**src/rtl/pgm_pkg.sv**
```systemverilog
// Shared types and constants for the PGM sprite A-ROM fetch path.
// The request struct is sized for the default 29-bit address / 5-bit slot tag.
package pgm_pkg;

   localparam int AROM_WORD_BITS = 64;
   localparam int AROM_ADDR_W    = 29;
   localparam int AROM_TAG_W     = 5;

   typedef enum logic [1:0] {
      ST_IDLE  = 2'd0,
      ST_ISSUE = 2'd1,
      ST_WAIT  = 2'd2
   } arom_state_e;

   typedef struct packed {
      logic [AROM_ADDR_W-1:0] addr;
      logic [AROM_TAG_W-1:0]  tag;
   } arom_req_t;

   function automatic logic [15:0] sat_inc16(input logic [15:0] v);
      return (v == 16'hFFFF) ? v : v + 16'd1;
   endfunction

endpackage

```
**src/rtl/pgm_arom_cache.sv**
```systemverilog
// Small fully associative A-ROM word cache: combinational lookup, first-invalid
// victim choice falling back to a round-robin pointer once every line is valid.
module pgm_arom_cache
   import pgm_pkg::*;
#(
   parameter int ENTRIES = 4,
   parameter int ADDR_W  = 29
) (
   input  logic                      clk,
   input  logic                      reset_n,
   input  logic                      flush,
   input  logic [ADDR_W-1:0]         lookup_addr,
   output logic                      hit,
   output logic [AROM_WORD_BITS-1:0] hit_data,
   input  logic                      wr_en,
   input  logic [ADDR_W-1:0]         wr_addr,
   input  logic [AROM_WORD_BITS-1:0] wr_data
);

   localparam int IDX_W = $clog2(ENTRIES);

   logic [ADDR_W-1:0]         tag_q  [ENTRIES];
   logic [AROM_WORD_BITS-1:0] data_q [ENTRIES];
   logic [ENTRIES-1:0]        valid_q;
   logic [IDX_W-1:0]          ptr_q;
   logic [IDX_W-1:0]          victim;
   logic                      all_valid;

   always_comb begin
      hit      = 1'b0;
      hit_data = '0;
      for (int i = 0; i < ENTRIES; i++) begin
         if (valid_q[i] && (tag_q[i] == lookup_addr)) begin
            hit      = 1'b1;
            hit_data = data_q[i];
         end
      end
   end

   // Scanning downwards leaves the lowest-indexed invalid line as the victim.
   always_comb begin
      all_valid = &valid_q;
      victim    = ptr_q;
      for (int i = ENTRIES - 1; i >= 0; i--) begin
         if (!valid_q[i]) victim = IDX_W'(i);
      end
   end

   always_ff @(posedge clk or negedge reset_n) begin
      if (!reset_n) begin
         valid_q <= '0;
         ptr_q   <= '0;
      end else if (flush) begin
         valid_q <= '0;
         ptr_q   <= '0;
      end else if (wr_en) begin
         valid_q[victim] <= 1'b1;
         if (all_valid) ptr_q <= ptr_q + IDX_W'(1);
      end
   end

   always_ff @(posedge clk) begin
      if (wr_en && !flush) begin
         tag_q[victim]  <= wr_addr;
         data_q[victim] <= wr_data;
      end
   end

endmodule

```
**src/rtl/pgm_arom_fetch.sv**
```systemverilog
// Sprite A-ROM fetch unit: serves 64-bit word requests from a small cache and
// issues one single-beat DDRAM read at a time on a miss.
module pgm_arom_fetch
   import pgm_pkg::*;
#(
   parameter int ENTRIES = 4,
   parameter int ADDR_W  = 29,
   parameter int TAG_W   = 5
) (
   input  logic                      clk,
   input  logic                      reset_n,
   input  logic                      flush,
   input  logic                      req_valid,
   output logic                      req_ready,
   input  logic [ADDR_W-1:0]         req_addr,
   input  logic [TAG_W-1:0]          req_tag,
   output logic                      rsp_valid,
   output logic [AROM_WORD_BITS-1:0] rsp_data,
   output logic [TAG_W-1:0]          rsp_tag,
   output logic                      rsp_hit,
   output logic                      ddram_rd,
   output logic [ADDR_W-1:0]         ddram_addr,
   input  logic                      ddram_busy,
   input  logic [AROM_WORD_BITS-1:0] ddram_dout,
   input  logic                      ddram_dout_ready,
   output logic [15:0]               hit_cnt,
   output logic [15:0]               miss_cnt,
   output arom_state_e               state_dbg
);

   // Handshake: a request transfers on any cycle with req_valid && req_ready;
   // the response is a single rsp_valid pulse with no backpressure.
   arom_state_e               state_q, state_d;
   arom_req_t                 req_q;
   logic                      live_q;
   logic                      flushed_q;
   logic                      accept;
   logic                      cache_hit;
   logic                      lookup_hit;
   logic                      cache_wr;
   logic [AROM_WORD_BITS-1:0] cache_data;

   assign accept     = req_valid && req_ready;
   assign lookup_hit = cache_hit && !flush;
   assign cache_wr   = (state_q == ST_WAIT) && ddram_dout_ready && !flushed_q;
   assign ddram_addr = req_q.addr;
   assign state_dbg  = state_q;

   pgm_arom_cache #(
      .ENTRIES (ENTRIES),
      .ADDR_W  (ADDR_W)
   ) u_cache (
      .clk         (clk),
      .reset_n     (reset_n),
      .flush       (flush),
      .lookup_addr (req_addr),
      .hit         (cache_hit),
      .hit_data    (cache_data),
      .wr_en       (cache_wr),
      .wr_addr     (req_q.addr),
      .wr_data     (ddram_dout)
   );

   always_ff @(posedge clk or negedge reset_n) begin
      if (!reset_n) state_q <= ST_IDLE;
      else          state_q <= state_d;
   end

   always_comb begin
      state_d = state_q;
      case (state_q)
         ST_IDLE:  if (accept && !lookup_hit) state_d = ST_ISSUE;
         ST_ISSUE: if (!ddram_busy)           state_d = ST_WAIT;
         ST_WAIT:  if (ddram_dout_ready)      state_d = ST_IDLE;
         default:                             state_d = ST_IDLE;
      endcase
   end

   // live_q holds req_ready low until the first clock after reset release.
   always_comb begin
      req_ready = (state_q == ST_IDLE) && live_q;
      ddram_rd  = (state_q == ST_ISSUE) && !ddram_busy;
   end

   always_ff @(posedge clk or negedge reset_n) begin
      if (!reset_n) begin
         live_q    <= 1'b0;
         req_q     <= '0;
         flushed_q <= 1'b0;
         rsp_valid <= 1'b0;
         rsp_hit   <= 1'b0;
         rsp_tag   <= '0;
         rsp_data  <= '0;
      end else begin
         live_q    <= 1'b1;
         rsp_valid <= 1'b0;
         if (accept) begin
            if (lookup_hit) begin
               rsp_valid <= 1'b1;
               rsp_hit   <= 1'b1;
               rsp_tag   <= req_tag;
               rsp_data  <= cache_data;
            end else begin
               req_q.addr <= req_addr;
               req_q.tag  <= req_tag;
               flushed_q  <= 1'b0;
            end
         end else if (flush && (state_q != ST_IDLE)) begin
            // The read in flight still completes but must not repopulate the cache.
            flushed_q <= 1'b1;
         end
         if ((state_q == ST_WAIT) && ddram_dout_ready) begin
            rsp_valid <= 1'b1;
            rsp_hit   <= 1'b0;
            rsp_tag   <= req_q.tag;
            rsp_data  <= ddram_dout;
         end
      end
   end

   always_ff @(posedge clk or negedge reset_n) begin
      if (!reset_n) begin
         hit_cnt  <= '0;
         miss_cnt <= '0;
      end else if (flush) begin
         hit_cnt  <= '0;
         miss_cnt <= accept ? 16'd1 : 16'd0;
      end else if (accept) begin
         if (cache_hit) hit_cnt  <= sat_inc16(hit_cnt);
         else           miss_cnt <= sat_inc16(miss_cnt);
      end
   end

endmodule
```
**config.mk**
```make
export PLATFORM = sky130hd
export DESIGN_NAME = pgm_arom_fetch
export DESIGN_NICKNAME = d
export VERILOG_FILES = /design/src/rtl/pgm_pkg.sv /design/src/rtl/pgm_arom_cache.sv /design/src/rtl/pgm_arom_fetch.sv
export SDC_FILE = /design/constraint.sdc
export NUM_CORES = 1
export LEC_CHECK = 0
export CELL_PAD_IN_SITES_DETAIL_PLACEMENT = 1
export CELL_PAD_IN_SITES_GLOBAL_PLACEMENT = 1
export CORE_AREA = 2 2 227 341
export DETAILED_ROUTE_END_ITERATION = 8
export DIE_AREA = 0 0 229 343
export DONT_BUFFER_PORTS = 1
export PLACE_DENSITY_LB_ADDON = 0.1
export SYNTH_ARGS = -nofsm -noshare
export SYNTH_HDL_FRONTEND = slang
export SYNTH_SLANG_ARGS = --single-unit
```
**constraint.sdc**
```tcl
create_clock -name clk -period 7.8 [get_ports clk]
set_input_delay 1.17 -clock clk [delete_from_list [all_inputs] [get_ports clk]]
set_output_delay 1.17 -clock clk [all_outputs]
set_load 0.03 [all_outputs]
```
==> results.sh, run 1 <==
export IMPL_grt_pass1_vias=14692
export IMPL_grt_overflow=0
export IMPL_tritoncts="built"
export IMPL_synth_main_ff_cell="edfxtp_1"
export IMPL_p_switching_mw=2.28
export IMPL_place_gp_congestion=0.789
export IMPL_final_hold_viol_count=0
export IMPL_drt_vias_per_instance=5.26
export IMPL_drive_gt1_share_pct=15.6
export IMPL_cts_root_buf="clkbuf_16"
export IMPL_io_buffers=0
export IMPL_drv_cap=0
export IMPL_power_internal_mw=5.29
export IMPL_seqPwrFrac_pct=54.8
export IMPL_drt_iter0_markers=816
export IMPL_max_freq_mhz=240
export IMPL_rsz0062_at_grt="false"
export IMPL_wl_um=72000
export IMPL_max_slew_margin_rel_pct=27.0
export IMPL_num_vias=13509
export IMPL_startpoint_type="register"
export IMPL_synthArstFlopShare_pct=28.3
export IMPL_ios=240
export IMPL_synth_top_area_share_pct=49.8
export IMPL_worstSkewPairLatency_ns=0.64
export IMPL_routedWlPerCell_um=28.0
export IMPL_grt_max_degree=148
export IMPL_tns_ns=0
export IMPL_hold_buffers=0
export IMPL_core_rowCount=124
export IMPL_diodes=0
export IMPL_sw_frac_of_total_pct=30.1
export IMPL_reg2regPathDepth=6
export IMPL_ys_seq_area_share_pct=66.1
export IMPL_power_leakage_nw=9.10
export IMPL_die_x_um=229
export IMPL_pwr_share_comb_pct=8.1
export IMPL_setup_viol=0
export IMPL_ys_warn_count=0
export IMPL_cp_data_arrival_time_ns=4.42
export IMPL_synth_top_area_cell="edfxtp_1"
export IMPL_start_util_pct=29.7
export IMPL_syn_inst=1595
export IMPL_clock_skew_ns=0.0268
export IMPL_synth_cell_type_count=59
export IMPL_area_delta_synth_final_pct=11.5
export IMPL_cts_max_level=2
export IMPL_ctsResizeCount=0
export IMPL_peakVddDrop_mv=0.231
export IMPL_numCtsBuffers=54
export IMPL_powerDensity_nw_per_um2=303
export IMPL_synth_edff_count=372
export IMPL_fin_nets=1622
export IMPL_hp_class="input port to async pin"
export IMPL_drcViolationCount=0
export IMPL_antenna_found_initial=0
export IMPL_ant_nets=0
export IMPL_die_area_um2=78500
export IMPL_min_period_ns=4.17
export IMPL_cp_end_kind="register"
export IMPL_path_class="register to register"
export IMPL_cts_reportedPaths_clkPinSlew_ns=0.07
export IMPL_track_usage_pct=18.3
export IMPL_clock_sinks=519
export IMPL_syn_num_nets=1701
export IMPL_min_period_over_period_pct=53.5
export IMPL_drt_first_pass_iters=8
export IMPL_worst_slew_pin_slew_ns=1.09
export IMPL_clkPwrFrac_pct=37.2
export IMPL_core_area_um2=75700
export IMPL_synth_area_per_cell_um2=14.1
export IMPL_drv_slew=0
export IMPL_synth_area_top_cells="edfxtp_1, dfrtp_1, mux2_2, and3_1, a222oi_1"
export IMPL_status="completed"
export IMPL_syn_area_um2=22400
export IMPL_cp_required_ns=8.05
export IMPL_hpwl_um=44700
export IMPL_cts_setup_buffers=0
export IMPL_grt_pass1_wl_um=105000
export IMPL_path_max_fanout=55
export IMPL_clockBufferDepth=3
export IMPL_ys_ff_latch=519
export IMPL_final_util_pct=33.1
export IMPL_die_y_um=343
worst max-delay path, cell delays in order, from the launching register on:
cell     delay (ns)
dfrtp_1        0.68
nand2_1        0.20
or2_4          0.46
buf_4          0.42
nor4_1         0.33
and2_4         0.88
buf_4          0.70
registers in the layout, indices dropped and copies added, names as in the netlist:
register,flops
hit_cnt,16
rsp_hit,1
ddram_addr,29
rsp_data,64
u_cache.ptr_q,2
u_cache.tag_q,116
live_q,1
rsp_tag,5
miss_cnt,16
rsp_valid,1
flushed_q,1
state_dbg,2
u_cache.valid_q,4
u_cache.data_q,256
req_q,5
Yosys cell counts, drive strengths merged (9+ instances only):
cell / count
and3: 135
edfxtp: 372
nor2: 17
dfrtp: 147
or3: 24
a222oi: 64
clkbuf: 76
a21oi: 30
nand3: 16
nor4: 27
nand2: 99
and2: 9
nand2b: 15
xor2: 30
xnor2: 83
buf: 80
nand4: 51
a2bb2oi: 65
o21ai: 91
mux2: 98
metrics by stage:
stage / area (um^2) / hold WS (ns) / setup WS, ns / power, mW / std cells
after global routing: 25000 / 0.194 / 3.32 / 7.90 / 2570
final: 25000 / 0.237 / 3.63 / 7.58 / 2570
after floorplan: 22400 / 0.445 / 0.597 / 4.67 / 1595
after global placement: 23100 / 0.455 / 3.00 / 4.82 / 2468
after detailed placement: 23100 / 0.469 / 2.96 / 4.86 / 2468
after CTS: 25000 / 0.203 / 3.45 / 7.70 / 2570
layout by cell type (no fill, tap or decap), drive strengths merged, types with 2 or more instances in the layout:
| cell type | n |
|---|---|
| bufinv | 8 |
| nand3 | 16 |
| o21ai | 91 |
| a2bb2oi | 65 |
| clkbuf | 79 |
| mux2 | 98 |
| nand4 | 51 |
| and2 | 9 |
| nor4 | 27 |
| dfrtp | 147 |
| and4 | 7 |
| edfxtp | 372 |
| xnor2 | 83 |
| nand2 | 99 |
| nor2 | 17 |
| a222oi | 64 |
| a21oi | 30 |
| a21o | 7 |
| nor2b | 2 |
| inv | 7 |
| nor3 | 4 |
| clkinv | 15 |
| or4 | 5 |
| buf | 21 |
| or2 | 2 |
| and3 | 135 |
| or3 | 24 |
| ha | 2 |
| xor2 | 30 |
| nor3b | 3 |
| o2111ai | 3 |
| nand2b | 15 |
| mux2i | 7 |
path summary, 6_finish.rpt:
path,startpoint,endpoint,slack [ns]
worst max-delay path,state_dbg[1],u_cache.data_q[2][33],3.63
worst min-delay path,reset_n,rsp_data[60],0.24
worst max register to register,state_dbg[1],u_cache.data_q[2][33],3.63
worst min register to register,req_q[3],rsp_tag[3],0.48
max in group asynchronous,reset_n,hit_cnt[8],7.23
min in group clk,req_q[3],rsp_tag[3],0.48
power by group through the flow:
stage / registers (mW) / logic (mW) / clock network (mW)
global placement: 4.22 / 0.605 / 0
global route: 4.20 / 0.689 / 3.00
detailed placement: 4.23 / 0.626 / 0
floorplan: 3.90 / 0.768 / 0
CTS: 4.17 / 0.629 / 2.90
finish: 4.15 / 0.613 / 2.81
cell type report:
cell class,instances,area [um^2]
fillers,7968,50700
flip-flops and latches,519,14800
multi-input cells,912,6820
clock buffers,79,1600
well taps,1008,1260
clock inverters,23,315
repair buffers,21,158
inverters,8,30.0
cells by family (layout without fill, tap and decap cells):
logic type	Yosys count	in the layout	synth area share (%)
flops	519	519	66.1
simple gates	419	419	10.6
compound gates	272	272	9.10
buf+inv	164	131	3.94
xor+xnor	113	113	4.88
mux	105	105	5.23
fa+ha+maj	2	2	0.111
other cells	1	1	0.0167
metal layers:
layer / up-vias / wire (um) / GRT usage (%) / part of all wire (%)
met5: - / 0 / 0 / 0
met2: 346 / 38200 / 33.5 / 53
met3: 110 / 4060 / 4.31 / 5.6
li1: 5953 / - / - / -
met4: 0 / 2900 / 7.66 / 4.0
met1: 7100 / 26800 / 20.1 / 37
(Power assumes the default switching activity.)
==> inputs of run 2 (changes only) <==
==> constraint.sdc (replaced) <==
create_clock -name clk -period 3.5 [get_ports clk]
set_input_delay 0.525 -clock clk [delete_from_list [all_inputs] [get_ports clk]]
set_output_delay 0.525 -clock clk [all_outputs]
set_load 0.03 [all_outputs]
==> results.sh, run 2 (synthesis gave the netlist of run 1 again) <==
export IMPL_drv_cap=0
export IMPL_drt_first_pass_iters=7
export IMPL_post_place_ws_ns=0.136
export IMPL_peakVddDrop_mv=0.475
export IMPL_drv_slew=0
export IMPL_top_register="u_cache.data_q"
export IMPL_hold_buffers=68
export IMPL_ant_nets=0
export IMPL_path_max_fanout=7
export IMPL_cp_end_kind="register"
export IMPL_fillCellCount=7940
export IMPL_mostFrequentLayoutCells="edfxtp_1, dfrtp_1, and3_1"
export IMPL_io_buffers=0
export IMPL_grt_pass1_vias=15763
export IMPL_r2r_slack_ns=0.39
export IMPL_setup_slack_ns=0.393
export IMPL_drt_iter0_markers=936
export IMPL_largest_registers="u_cache.data_q: 256 flops, u_cache.tag_q: 116 flops, rsp_data: 64 flops"
export IMPL_hp_class="input port to async pin"
export IMPL_tritoncts="built"
export IMPL_die_area_um2=78500
export IMPL_core_rowCount=124
export IMPL_core_area_um2=75700
export IMPL_fin_nets=1746
export IMPL_whs_ns=-0.385
export IMPL_cts_max_level=2
export IMPL_clockBufferDepth=3
export IMPL_crit_slowest_cell="nor4_2"
export IMPL_layout_commonest_cell="edfxtp_1"
export IMPL_placed_cells=2523
export IMPL_cts_setup_buffers=0
export IMPL_min_period_ns=3.11
export IMPL_power_leakage_nw=9.65
export IMPL_place_gp_congestion=0.793
export IMPL_clock_skew_ns=0.0156
export IMPL_cts_root_buf="clkbuf_16"
export IMPL_ios=240
export IMPL_die_x_um=229
export IMPL_cts_reportedPaths_clkPinSlew_ns=0.06
export IMPL_die_y_um=343
export IMPL_final_hold_viol_count=147
export IMPL_max_slew_margin_rel_pct=30.1
export IMPL_drt_vias_per_instance=5.20
export IMPL_cp_data_arrival_time_ns=3.59
export IMPL_startpoint_type="register"
export IMPL_drcViolationCount=0
export IMPL_wl_um=76300
export IMPL_grt_pass1_wl_um=111000
export IMPL_status="finished with violations"
export IMPL_numCtsBuffers=55
export IMPL_path_class="register to register"
export IMPL_worst_slew_pin_slew_ns=1.05
export IMPL_fin_cells=2694
export IMPL_drive_gt1_share_pct=17.6
export IMPL_cp_cell_sequence="xnor2_1, nand4_1, nor4_2, nand4_1, a311oi_4, buf_4, buf_4, a2bb2oi_1, o21ai_0"
export IMPL_powerDensity_nw_per_um2=630
export IMPL_clock_sinks=519
export IMPL_track_usage_pct=19.3
export IMPL_reg2reg_to="rsp_data[40]"
export IMPL_setup_viol=0
export IMPL_start_util_pct=29.7
export IMPL_area_delta_synth_final_pct=17.1
export IMPL_max_freq_mhz=322
export IMPL_hpwl_um=47000
export IMPL_routedWlPerCell_um=28.3
export IMPL_min_period_over_period_pct=88.8
export IMPL_tns_ns=0
export IMPL_reg2regPathDepth=9
export IMPL_num_vias=14018
export IMPL_largest_reg_flops=256
export IMPL_worstSkewPairLatency_ns=0.62
export IMPL_cpPeakStageDelay_ns=0.56
export IMPL_antenna_found_initial=0
export IMPL_grt_max_degree=148
export IMPL_failed_checks="hold timing"
export IMPL_rsz0062_at_grt="false"
export IMPL_reg2reg_from="u_cache.tag_q[0][17]"
export IMPL_cp_required_ns=3.99
export IMPL_grt_overflow=0
-- run 2: cell count changes in the layout (fill, tap and decap cells not counted), moves of 6 or more --
cell / change
buf_4: +30
dlygate4sd3_1: +67
buf_12: +26
clkinv_1: +8
bufinv_16: -6
-- run 2: final cells by class --
class | count | area [um^2] | area share [%]
well taps | 1008 | 1260 | 4.80
inverters | 8 | 30.0 | 0.114
repair buffers | 144 | 1570 | 5.99
flip-flops and latches | 519 | 14900 | 56.5
clock inverters | 29 | 211 | 0.804
multi-input cells | 912 | 6820 | 25.9
clock buffers | 73 | 1540 | 5.84
diodes | 1 | 2.50 | 0.00952
-- run 2: power breakdown --
group	switching (mW)	total [mW]	leakage [nW]	internal, mW
registers	1.85	9.25	5.21	7.40
logic	0.820	1.58	3.59	0.756
clock network	2.50	5.73	0.850	3.23
-- run 2: what timing repair did --
action / CTS / global route
gates resized for setup: 0 / 0
endpoints found under the hold margin: 442 / 147
setup endpoints to repair: 0 / 0
-- run 2: worst max-delay path by stage --
stage,from,endpoint,cells past startpoint
6_report,u_cache.tag_q[0][17],rsp_data[40],9
5_1_grt,u_cache.tag_q[0][18],rsp_data[33],9
4_1_cts,u_cache.tag_q[0][18],rsp_data[22],9
3_5_place_dp,req_addr[18],rsp_data[22],9
3_3_place_gp,req_addr[18],rsp_data[40],9
2_1_floorplan,ddram_dout_ready,u_cache.data_q[0][0],7
-- run 2: metal layers --
layer | up-vias | wire length, um | GRT usage (%)
li1 | 6214 | - | -
met1 | 7385 | 27500 | 20.2
met2 | 317 | 42500 | 37.7
met3 | 102 | 3760 | 4.06
met4 | 0 | 2470 | 6.66
met5 | - | 0 | 0
-- run 2: worst max-delay path, delay by kind of cell (launching register included) --
kind                      cells  cell delay (ns)
AOI/OAI and AO/OA             3             0.67
xor gates and xnor gates      1             0.44
buffers and inverters         2             0.44
DFF                           1             0.39
and+or+nand+nor               3             1.03
-- run 2: metrics by stage --
stage               util (%)  power (mW)  instance area (um^2)
floorplan                  -        10.4                 22500
global placement        31.5        10.8                 23800
detailed placement      31.5        10.9                 23800
CTS                     34.7        16.9                 26300
global route            34.7        17.3                 26300
finish                  34.7        16.6                 26300
